File: config.mk
export PLATFORM = sky130hd
export DESIGN_NAME = instr_fetch_flat
export DESIGN_NICKNAME = d
export VERILOG_FILES = /design/src/rtl/fetch_pkg.sv /design/src/rtl/instr_fetch_if.sv /design/src/rtl/instr_fetch.sv /design/src/flat_wrapper.sv
export SDC_FILE = /design/constraint.sdc
export NUM_CORES = 1
export LEC_CHECK = 0
export ABC_CLOCK_PERIOD_IN_PS = 2700
export BUFFER_PORTS_ARGS = -buffer_cell sky130_fd_sc_hd__buf_2
export CAP_MARGIN = 20
export CORE_ASPECT_RATIO = 0.75
export CORE_MARGIN = 10
export CORE_UTILIZATION = 45
export CTS_CLUSTER_DIAMETER = 200
export DETAILED_ROUTE_END_ITERATION = 12
export PLACE_DENSITY = 0.69
export SLEW_MARGIN = 20
export SYNTH_ARGS = -nofsm -noshare
export SYNTH_HDL_FRONTEND = slang
export SYNTH_SLANG_ARGS = --single-unit
File: constraint.sdc
create_clock -name clk -period 2.7 [get_ports clk]
set_input_delay 0.135 -clock clk [delete_from_list [all_inputs] [get_ports clk]]
set_output_delay 0.135 -clock clk [all_outputs]
set_load 0.1 [all_outputs]
File: src/rtl/fetch_pkg.sv
// fetch_pkg: definitions shared by the instruction fetch stage and the decoder.
//   - FSM state encodings (3-bit constants, legacy-compatible)
//   - Opcode constants for the control-flow instructions
//   - instr_len(): total instruction length (1..3 bytes) derived from the opcode
package fetch_pkg;

  localparam logic [2:0] ST_OP   = 3'd0;
  localparam logic [2:0] ST_B1   = 3'd1;
  localparam logic [2:0] ST_B2   = 3'd2;
  localparam logic [2:0] ST_HOLD = 3'd3;
  localparam logic [2:0] ST_HALT = 3'd4;

  localparam logic [7:0] OPC_HALT = 8'hFF;
  localparam logic [7:0] OPC_RET  = 8'hFB;
  localparam logic [7:0] OPC_NOP  = 8'hFC;
  localparam logic [7:0] OPC_CALL = 8'hF9;

  // Length is decided by walking the leading opcode bits:
  // 0xxx_xxxx register ops (1), 10xx_xxxx immediates (2), 110x_xxxx reserved (1),
  // 1110_xxxx conditional jumps (3), 1111_100x CALL (3), other 1111_xxxx (1).
  function automatic logic [1:0] instr_len(input logic [7:0] opcode);
    logic [1:0] len;
    if (!opcode[7])
      len = 2'd1;
    else if (!opcode[6])
      len = 2'd2;
    else if (!opcode[5])
      len = 2'd1;
    else if (!opcode[4])
      len = 2'd3;
    else if (opcode[3:1] == 3'b100)
      len = 2'd3;
    else
      len = 2'd1;
    return len;
  endfunction

endpackage

File: src/rtl/instr_fetch_if.sv
// instr_fetch_if: bundle between the fetch stage, the byte-wide memory port,
// the redirect source (branch unit) and the decode/execute consumer.
//   mem_addr/mem_rd_data/mem_busy   memory read port (data combinational)
//   redirect/redirect_pc            PC override with flush
//   out_valid/out_ready             instruction handshake
//   out_opcode/out_op1/out_op2      assembled instruction bytes
//   out_len/out_pc                  length (1..3) and opcode address
//   halted                          HALT delivered, fetch stopped
// modport master is the fetch stage, modport slave is its environment.
interface instr_fetch_if;
  logic [15:0] mem_addr;
  logic [7:0]  mem_rd_data;
  logic        mem_busy;
  logic        redirect;
  logic [15:0] redirect_pc;
  logic        out_valid;
  logic        out_ready;
  logic [7:0]  out_opcode;
  logic [7:0]  out_op1;
  logic [7:0]  out_op2;
  logic [1:0]  out_len;
  logic [15:0] out_pc;
  logic        halted;

  modport master (
    output mem_addr,
    input  mem_rd_data, mem_busy,
    input  redirect, redirect_pc,
    output out_valid,
    input  out_ready,
    output out_opcode, out_op1, out_op2, out_len, out_pc,
    output halted
  );

  modport slave (
    input  mem_addr,
    output mem_rd_data, mem_busy,
    output redirect, redirect_pc,
    input  out_valid,
    output out_ready,
    input  out_opcode, out_op1, out_op2, out_len, out_pc,
    input  halted
  );
endinterface

File: src/rtl/instr_fetch.sv
// instr_fetch: fetches variable-length instructions (1..3 bytes) one byte per
// cycle from a byte-wide memory and hands them to decode over valid/ready.
//   clk, rst_n   clock and asynchronous active-low reset
//   bus          instr_fetch_if.master (memory port, redirect, output handshake)
// Parameter RESET_PC is the program counter value loaded on reset.
module instr_fetch
  import fetch_pkg::*;
#(
  parameter logic [15:0] RESET_PC = 16'h0000
) (
  input  logic          clk,
  input  logic          rst_n,
  instr_fetch_if.master bus
);

  logic [2:0]  state;
  logic [15:0] pc;
  logic [7:0]  opcode_q;
  logic [7:0]  op1_q;
  logic [7:0]  op2_q;
  logic [1:0]  len_q;
  logic [15:0] opc_pc_q;
  logic [1:0]  cur_len;

  // The memory is always addressed by the PC; in HOLD it already points at the
  // next instruction and in HALT it simply stays frozen.
  assign bus.mem_addr   = pc;
  assign bus.out_valid  = (state == ST_HOLD);
  assign bus.halted     = (state == ST_HALT);
  assign bus.out_opcode = opcode_q;
  assign bus.out_op1    = op1_q;
  assign bus.out_op2    = op2_q;
  assign bus.out_len    = len_q;
  assign bus.out_pc     = opc_pc_q;

  assign cur_len = instr_len(bus.mem_rd_data);

  // Fetch sequencer. A redirect wins over everything except HALT; in HOLD a
  // coincident transfer needs no extra action because the consumer has
  // already taken the held bytes on this edge.
  always_ff @(posedge clk or negedge rst_n) begin
    if (!rst_n) begin
      state    <= ST_OP;
      pc       <= RESET_PC;
      opcode_q <= 8'h00;
      op1_q    <= 8'h00;
      op2_q    <= 8'h00;
      len_q    <= 2'd1;
      opc_pc_q <= RESET_PC;
    end else if (bus.redirect && state != ST_HALT) begin
      state <= ST_OP;
      pc    <= bus.redirect_pc;
    end else begin
      case (state)
        ST_OP: begin
          if (!bus.mem_busy) begin
            opcode_q <= bus.mem_rd_data;
            op1_q    <= 8'h00;
            op2_q    <= 8'h00;
            len_q    <= cur_len;
            opc_pc_q <= pc;
            pc       <= pc + 16'd1;
            state    <= (cur_len == 2'd1) ? ST_HOLD : ST_B1;
          end
        end
        ST_B1: begin
          if (!bus.mem_busy) begin
            op1_q <= bus.mem_rd_data;
            pc    <= pc + 16'd1;
            state <= (len_q == 2'd2) ? ST_HOLD : ST_B2;
          end
        end
        ST_B2: begin
          if (!bus.mem_busy) begin
            op2_q <= bus.mem_rd_data;
            pc    <= pc + 16'd1;
            state <= ST_HOLD;
          end
        end
        ST_HOLD: begin
          if (bus.out_ready)
            state <= (opcode_q == OPC_HALT) ? ST_HALT : ST_OP;
        end
        ST_HALT: begin
          state <= ST_HALT;
        end
        default: begin
          state <= ST_OP;
        end
      endcase
    end
  end

endmodule

File: src/flat_wrapper.sv
// flat-port wrapper written by rule: the top's interface ports become plain ports
module instr_fetch_flat import fetch_pkg::*;
#(
  parameter logic [15:0] RESET_PC = 16'h0000
)
  (clk, rst_n, bus_mem_addr, bus_mem_rd_data, bus_mem_busy, bus_redirect, bus_redirect_pc, bus_out_valid, bus_out_ready, bus_out_opcode, bus_out_op1, bus_out_op2, bus_out_len, bus_out_pc, bus_halted);
  instr_fetch_if bus_i ();
  input  logic clk;
  input  logic rst_n;
  output wire logic [$bits(bus_i.mem_addr)-1:0] bus_mem_addr;
  input wire logic [$bits(bus_i.mem_rd_data)-1:0] bus_mem_rd_data;
  input wire logic [$bits(bus_i.mem_busy)-1:0] bus_mem_busy;
  input wire logic [$bits(bus_i.redirect)-1:0] bus_redirect;
  input wire logic [$bits(bus_i.redirect_pc)-1:0] bus_redirect_pc;
  output wire logic [$bits(bus_i.out_valid)-1:0] bus_out_valid;
  input wire logic [$bits(bus_i.out_ready)-1:0] bus_out_ready;
  output wire logic [$bits(bus_i.out_opcode)-1:0] bus_out_opcode;
  output wire logic [$bits(bus_i.out_op1)-1:0] bus_out_op1;
  output wire logic [$bits(bus_i.out_op2)-1:0] bus_out_op2;
  output wire logic [$bits(bus_i.out_len)-1:0] bus_out_len;
  output wire logic [$bits(bus_i.out_pc)-1:0] bus_out_pc;
  output wire logic [$bits(bus_i.halted)-1:0] bus_halted;
  assign bus_mem_addr = bus_i.mem_addr;
  assign bus_i.mem_rd_data = bus_mem_rd_data;
  assign bus_i.mem_busy = bus_mem_busy;
  assign bus_i.redirect = bus_redirect;
  assign bus_i.redirect_pc = bus_redirect_pc;
  assign bus_out_valid = bus_i.out_valid;
  assign bus_i.out_ready = bus_out_ready;
  assign bus_out_opcode = bus_i.out_opcode;
  assign bus_out_op1 = bus_i.out_op1;
  assign bus_out_op2 = bus_i.out_op2;
  assign bus_out_len = bus_i.out_len;
  assign bus_out_pc = bus_i.out_pc;
  assign bus_halted = bus_i.halted;
  instr_fetch #(.RESET_PC(RESET_PC)) u_core (.clk(clk), .rst_n(rst_n), .bus(bus_i));
endmodule
# ---- After elaboration in Yosys (flattened, before gate mapping)
# Index checks and enable logic that the tools add are counted.
dict set report totals {
  wordCells 59
  out_inout_bits 60
  reg_bits 61
}
dict set report op_classes {
  add_sub_neg 1
  muxes 21
  n_bitwise 2
  n_reduce_logical 11
  eq_ne 17
}
# op count
set ops {}
lappend ops {{2-to-1 mux 16 bit} 3}
lappend ops {{one-hot mux 8 bit (2 select lines)} 2}
lappend ops {{2-to-1 mux 3 bit} 6}
lappend ops {{adder 16 x 1 -> 16 bit (second input constant)} 1}
lappend ops {{2-to-1 mux 8 bit} 2}
lappend ops {{one-hot mux 3 bit (5 select lines)} 1}
lappend ops {{2-to-1 mux 2 bit} 6}
lappend ops {{AND reduction 4 bit} 3}
lappend ops {{inequality test 3 x 2 -> 1 bit (second input constant)} 3}
lappend ops {{== test 8 bit (second input constant)} 1}
lappend ops {{== test 3 x 2 -> 1 bit (second input constant)} 2}
lappend ops {{== test 3 bit (second input constant)} 2}
lappend ops {{inequality test 2 bit (second input constant)} 3}
lappend ops {{nonzero test 2 bit} 3}
lappend ops {{== test 3 x 1 -> 1 bit (second input constant)} 1}
lappend ops {{zero test 3 bit} 1}
lappend ops {{inequality test 3 x 1 -> 1 bit (second input constant)} 1}
lappend ops {{inequality test 3 bit (second input constant)} 1}
lappend ops {{AND reduction 3 bit} 1}
lappend ops {{OR reduction 3 bit} 1}
lappend ops {{== test 2 x 1 -> 1 bit (second input constant)} 1}
lappend ops {{== test 2 bit (second input constant)} 1}
lappend ops {{inequality test 2 x 1 -> 1 bit (second input constant)} 1}
lappend ops {{NOT 1 bit} 2}
lappend ops {{other kinds (3)} 3}

# ---- Depth between registers and ports, before layout
# Gate-level depths: netlist of the first run.
dict set report depth {
  word_depth 11
  ltp_mapped 7
}

# ---- Worst setup path before layout of the first run
# OpenSTA, ideal clock, no wires.
dict set report synth_timing {
  path_kind {register to register}
  start {register u_core.pc[2], in the netlist u_core.bus.mem_addr[2]}
  end {register u_core.pc[15], in the netlist u_core.bus.mem_addr[15]}
  path_slack_ps 529
  stages_incl_launch_ff 5
  path_buffers 0
  arrival_time_ps 2089
  cell_sequence {dfrtp_1 > and4_1 > nand4_2 > or3_1 > a31oi_1}
}
dict set report synth_between {
  elab_chain_len 4
}
# item line_no
set synth_lines {}
lappend synth_lines {{from (decl)} instr_fetch.sv:17} ;# logic [15:0] pc;
lappend synth_lines {{from (signal assigned)} instr_fetch.sv:52} ;# pc <= bus.redirect_pc;
lappend synth_lines {{from (signal assigned)} instr_fetch.sv:62} ;# pc <= pc + 16'd1;
lappend synth_lines {{from (signal assigned)} instr_fetch.sv:69} ;# pc <= pc + 16'd1;
lappend synth_lines {{adder 16 x 1 -> 16 bit} {instr_fetch.sv:62, instr_fetch.sv:69, instr_fetch.sv:76}}
lappend synth_lines {{2-to-1 mux 16 bit} {instr_fetch.sv:56, instr_fetch.sv:67, instr_fetch.sv:74}}
lappend synth_lines {{2-to-1 mux 16 bit} -}
lappend synth_lines {{2-to-1 mux 16 bit} instr_fetch.sv:50} ;# end else if (bus.redirect && state != ST_HALT) begin
# No other way between the ends. The select of a mux whose other input is x is not followed.
# A chain may end at the register's enable or synchronous reset.

# ---- Worst setup path after layout of the first run
dict set report layout_timing {
  start {register u_core.state[1]}
  end {register u_core.len_q[1], in the netlist u_core.bus.out_len[1]}
}
dict set report layout_between {
  elab_chain_len 4
  word_cells_on_any_way 5
  cone_classes {eq/ne: 1; bitwise: 1; reduce/logical: 3}
}
# item line_no
set layout_lines {}
lappend layout_lines {{from (decl)} instr_fetch.sv:16} ;# logic [2:0] state;
lappend layout_lines {{from (signal assigned)} instr_fetch.sv:63} ;# state <= (cur_len == 2'd1) ? ST_HOLD : ST_B1;
lappend layout_lines {{from (signal assigned)} instr_fetch.sv:70} ;# state <= (len_q == 2'd2) ? ST_HOLD : ST_B2;
lappend layout_lines {{from (signal assigned)} instr_fetch.sv:82} ;# state <= (opcode_q == OPC_HALT) ? ST_HALT : ST_OP;
lappend layout_lines {{inequality test 3 bit} instr_fetch.sv:50}
lappend layout_lines {{logical AND 1 bit} instr_fetch.sv:50}
lappend layout_lines {{NOT 1 bit (no line)} -}
lappend layout_lines {{AND reduction 3 bit (no line) *} -}
lappend layout_lines {{to (signal assigned)} instr_fetch.sv:60} ;# len_q <= cur_len;
lappend layout_lines {{to (decl)} instr_fetch.sv:21} ;# logic [1:0] len_q;
# Every way passes the cells marked *; elsewhere a longest branch is shown, timed or not.

==> impl_metrics.py, run 1 <==
metrics = {
    "pwr": {
        "finalPower_mw": 4.05,
        "p_sw_mw": 2.00,
        "ir_drop_uv": 706,
        "seqPwrFrac_pct": 30.1,
        "internal-power_mw": 2.05,
        "p_leak_nw": 1.74,
        "p_comb_share_pct": 44.3,
        "swShare_pct": 49.5,
        "p_clk_share_pct": 25.6,
        "powerDensity_nw_per_um2": 1140,
    },
    "timing": {
        "fmax_mhz": 442,
        "worst_slew_pin_slew_ps": 769,
        "slew_viol_final": 0,
        "fin_setup_tns_ps": 0,
        "period_needed_ps": 2260,
        "rsz0062_at_grt": "no",
        "fin_skew_ps": 4.11,
        "hold_violations": 0,
        "finalSetupViolations": 0,
        "maxSlewHeadroom_pct": 48.7,
        "period_share_pct": 83.7,
    },
    "synth": {
        "ys_warn_count": 0,
        "ys.flop_type": "dfrtp_1",
        "syn-num-nets": 269,
        "post-synth-top-count-cell": "dfrtp_1",
        "synth_common_cells": "60 x dfrtp_1, 32 x nand2_1, 18 x mux2_1, 18 x o21ai_0, 16 x nand3_1",
        "yosys-top-cells-area": "dfrtp_1 55%, mux2_1 7.4%, nand2_1 4.4%",
        "synth_top_area_share_pct": 55.1,
        "synth_seq_cells": 61,
        "netlist_instances": 239,
        "synth_seq_area_share_pct": 56.1,
        "synth_area_um2": 2720,
        "async_flop_share_pct": 100,
        "synth_largest_area_cell": "dfrtp_1",
        "synthDistinctLibCells": 40,
        "synth.avg_cell_area_um2": 11.4,
        "synth-edff-count": 0,
    },
    "global_route": {
        "grt_overflow_total": 0,
        "grt_pass1_wl_um": 11400,
        "grt_pass1_vias": 2187,
        "antenna_found_initial": 0,
        "grt_start_max_net_pins": 62,
        "grt_usage_pct": 15.2,
    },
    "status": {
        "status": "completed",
    },
    "floorplan": {
        "ios": 89,
        "fp.dieH_um": 87.4,
        "start_util_pct": 46.7,
        "die_area_um2": 9590,
        "core_um2": 5830,
        "row_count": 24,
        "die_w_um": 110,
    },
    "route": {
        "viasPerCell": 5.12,
        "routed.top_layer": "met4",
        "wire_per_inst_um": 16.7,
        "antenna_left": 0,
        "vias": 2154,
        "dr.pass1.iters": 4,
        "routed_wl_um": 7040,
        "met2WireLength_um": 3410,
        "drt-met1-wl_um": 3090,
        "drt_iter0_drc": 43,
        "drc": 0,
        "dr_wl_met3_um": 513,
    },
    "clock_tree": {
        "clk_latency_ps": 330,
        "cts_resized": 0,
        "htree_levels": 3,
        "clock_path_buffers": 2,
        "path_clk_slew_ps": 70,
        "cts_tree": "yes",
        "cts_sinks": 61,
        "cts-root-buf": "clkbuf_8",
        "cts_buffers": 9,
    },
    "setup_path": {
        "endpoint_kind": "register",
        "crit_fanout": 27,
        "arrival_ps": 2480,
        "worst-endpoint-required_ps": 2920,
        "critical_path_class": "register to register",
        "setup.worst_path.start_class": "register",
    },
    "cells_and_area": {
        "drive_gt1_share_pct": 35.0,
        "syn2layout_area_growth_pct": 30.1,
        "fillerInstances": 504,
        "diodes": 0,
        "fin_nets": 368,
    },
    "hold_path": {
        "hp-class": "input port to register",
    },
    "job": {
        "max_cap_viol_count": 0,
    },
    "placed_design": {
        "place_congestion": 0.799,
        "dp_hpwl_um": 5150,
        "port_buffers": 88,
    },
}
## power groups by stage
stage | clock [mW] | sequential [mW] | combinational [mW]
finish | 1.04 | 1.22 | 1.79
detailed placement | 0 | 1.24 | 1.80
global placement | 0 | 1.23 | 1.79
floorplan | 0 | 2.48 | 0.230
global route | 1.10 | 1.25 | 1.85
CTS | 1.06 | 1.22 | 1.81
## kinds of logic after synthesis
kind of cell               share of synthesized area [%]
xor gates and xnor gates                            2.57
adders and majority gates                          0.459
and+or+nand+nor                                     17.2
muxes                                               10.7
DFF                                                 56.1
buffers and inverters                               3.22
AOI/OAI and AO/OA                                   9.70
## area by class of cell
| class | instances | area [um2] | share of cell area, % |
|---|---|---|---|
| repair buffers | 98 | 531 | 15.0 |
| clock inverters | 3 | 90.1 | 2.54 |
| inverters | 5 | 18.8 | 0.530 |
| flip-flops and latches | 61 | 1530 | 43.1 |
| multi-input cells | 163 | 1110 | 31.3 |
| well taps | 78 | 97.6 | 2.76 |
| clock buffers | 13 | 169 | 4.77 |
## worst max-delay path, stage by stage, from the launching register on
cell	delay, ps
dfrtp_1	490
or4_1	780
nor2_8	470
mux2_2	390
## layout by cell type (no fill, tap or decap), types with 6 or more instances in the layout
cell type      synthesis  final
a22o_1                 8      8
a31oi_1                8      8
buf_2                  1     88
clkbuf_8               0     12
dfrtp_1               60     60
dlygate4sd3_1          0      6
mux2_1                18     18
mux2_2                 7      7
nand2_1               32     32
nand3_1               16     16
nor2_1                11     11
o21ai_0               18     18
or3_1                  7      7
xor2_1                 6      6
## final timing paths
kind / start / end / slack, ps / cells after the start
min in group asynchronous: rst_n / u_core.bus.out_pc[7] / 490 / 3
max reg2reg: u_core.state[1] / u_core.bus.out_len[1] / 440 / 3
max in group asynchronous: rst_n / u_core.bus.mem_addr[14] / 1700 / 3
min reg2reg: u_core.bus.out_op1[2] / u_core.bus.out_op1[2] / 460 / 2
max: u_core.state[1] / u_core.bus.out_len[1] / 440 / 3
min: bus_redirect_pc[6] / u_core.bus.mem_addr[6] / 20 / 3
## flip-flops by register name, indices dropped and copies added, names as in the netlist
signal	flops
u_core.state	3
u_core.bus.out_opcode	8
u_core.bus.out_pc	16
u_core.bus.out_op1	8
u_core.bus.out_op2	8
u_core.bus.mem_addr	16
u_core.bus.out_len	2
## metal layers
metal | vias to the layer above | track usage (%)
met4 | 0 | 4.25
met2 | 56 | 24.1
met1 | 1043 | 18.4
met3 | 2 | 6.36
met5 | - | 0
li1 | 1053 | -
## what timing repair did
item                                   4_1_cts  5_1_grt
endpoints found under the hold margin       65        0
hold buffers                                 6        0
buffers inserted                             0        0
## through the flow
step / area [um2] / cells / hold WS [ps] / util (%) / setup slack [ps]
floorplan: 2720 / 239 / -161 / - / 529
global placement: 3220 / 399 / 342 / 55.3 / 477
detailed placement: 3220 / 399 / 344 / 55.3 / 437
CTS: 3540 / 421 / 9.57 / 60.8 / 434
global route: 3540 / 421 / 19.4 / 60.8 / 347
finish: 3540 / 421 / 17.7 / 60.8 / 440
Power figures use the tool's default switching activity.
==> run 2: changes to the inputs <==
Settings changed: ABC_CLOCK_PERIOD_IN_PS 2700 to 2000, PLACE_DENSITY 0.69 to 0.72.
Clock period 2.7 ns to 2 ns, I/O delays scaled along.
==> impl_metrics.py, run 2 (synthesis gave the netlist of run 1 again) <==
metrics = {
    "status": {
        "status": "completed",
    },
    "clock_tree": {
        "path_clk_slew_ps": 60,
        "clock_path_buffers": 2,
        "cts_sinks": 61,
        "post_cts_buffers": 0,
        "cts-root-buf": "clkbuf_8",
        "cts_buffers": 9,
        "htree_levels": 3,
        "clk_latency_ps": 330,
        "cts_tree": "yes",
    },
    "global_route": {
        "antenna_found_initial": 0,
        "grt_start_max_net_pins": 30,
        "grt_usage_pct": 15.8,
        "grt_pass1_wl_um": 11900,
        "grt_pass1_vias": 2368,
        "grt_overflow_total": 0,
    },
    "timing": {
        "rsz0062_at_grt": "no",
        "fin_skew_ps": 9.25,
        "period_share_pct": 93.7,
        "worst_slew_pin_slew_ps": 628,
        "finalSetupViolations": 0,
        "fin_ws_ps": 126,
        "slew_viol_final": 0,
        "maxSlewHeadroom_pct": 58.1,
        "fmax_mhz": 534,
        "period_needed_ps": 1870,
        "hold_violations": 0,
    },
    "hold_path": {
        "whs_path_depth": 3,
        "holdPathEnd": "u_core.bus.mem_addr[15]",
        "worstHoldStart": "bus_redirect_pc[15]",
        "hp-class": "input port to register",
    },
    "setup_path": {
        "ff2ff_setup_slack_ps": 170,
        "crit_fanout": 11,
        "worst-endpoint-required_ps": 2210,
        "r2r_cells": 5,
        "endpoint_kind": "register",
        "rr_endpoint": "u_core.bus.mem_addr[4]",
        "critical_path_class": "input port to register",
        "arrival_ps": 2080,
        "rr_startpoint": "u_core.state[1]",
        "setup.worst_path.start_class": "input port",
    },
    "cells_and_area": {
        "drive_gt1_share_pct": 36.4,
        "fin_nets": 379,
        "final_area_um2": 3570,
        "final_util_pct": 61.4,
        "diodes": 0,
        "layout_common_cells": "87 x buf_2, 54 x dfrtp_1, 32 x nand2_1",
        "syn2layout_area_growth_pct": 31.3,
        "final_common_cell": "buf_2",
    },
    "floorplan": {
        "ios": 89,
        "fp.dieH_um": 87.4,
        "core_um2": 5830,
        "die_area_um2": 9590,
        "start_util_pct": 46.7,
        "die_w_um": 110,
        "row_count": 24,
    },
    "placed_design": {
        "place_ws_ps": 179,
        "place_congestion": 0.859,
        "port_buffers": 88,
        "postPlaceCellArea_um2": 3300,
        "dp_hpwl_um": 5390,
    },
    "pwr": {
        "p_leak_nw": 1.75,
        "ir_drop_uv": 858,
        "powerDensity_nw_per_um2": 1410,
    },
    "route": {
        "viasPerCell": 5.15,
        "drt_iter0_drc": 133,
        "wire_per_inst_um": 16.7,
        "dr.pass1.iters": 4,
        "vias": 2225,
        "routed_wl_um": 7230,
        "drc": 0,
        "antenna_left": 0,
    },
    "job": {
        "max_cap_viol_count": 0,
    },
}
run 2: changes by cell type in the layout (fill, tap and decap cells not counted), sizes merged:
cell | previous run | this run
dlygate4sd3 | 6 | 11
clkinv | 0 | 2
clkbuf | 13 | 14
bufinv | 3 | 0
buf | 92 | 98
run 2: cell type report:
class                   count  area [um2]
well taps                  78        97.6
clock buffers              14         153
clock inverters             2        10.0
repair buffers            109         653
inverters                   5        18.8
multi-input cells         163        1110
flip-flops and latches     61        1540
fillers                   506        2250
run 2: what timing repair did:
item,4_1_cts,5_1_grt
hold endpoints to repair,36,0
resized for setup,0,0
hold buffers,11,0
run 2: worst max path at each step:
stage / depth (start not counted) / endpoint / slack [ps] / start
after floorplan: 4 / u_core.bus.mem_addr[15] / -30 / u_core.bus.mem_addr[6]
after global placement: 4 / u_core.bus.out_len[1] / 220 / u_core.state[1]
after detailed placement: 4 / u_core.bus.out_opcode[7] / 180 / u_core.state[1]
after CTS: 6 / u_core.bus.out_opcode[7] / 130 / bus_redirect
after global routing: 5 / u_core.bus.mem_addr[1] / 80 / u_core.state[1]
final: 6 / u_core.bus.out_opcode[7] / 130 / bus_redirect
run 2: worst max-delay path: stages:
cell and delay [ps]:
dlygate4sd3_1 540, buf_2 160, or4_1 590, nor2_8 140, buf_4 200, mux2_1 340
run 2: metrics by stage:
step                hold WS (ps)  cells  total power, mW  TNS, ps
floorplan                   -196    239             3.67    -25.6
global placement             157    405             4.09        0
detailed placement           154    405             4.12        0
CTS                         13.3    432             5.09        0
global route                19.9    432             5.25        0
finish                      34.7    432             5.03        0
run 2: where the power goes:
group | total [mW] | internal (mW) | switching [mW]
Clock | 0.934 | 0.482 | 0.452
Sequential | 1.64 | 1.48 | 0.166
Combinational | 2.46 | 0.380 | 2.08
Total | 5.03 | 2.34 | 2.70
run 2: per-layer routing:
metal	share of wire (%)	global-route usage, %	vias up
met5	0	0	-
met3	6.3	5.18	6
met1	43	19.4	1093
li1	-	-	1072
met2	50	25.0	54
met4	1.1	6.49	0
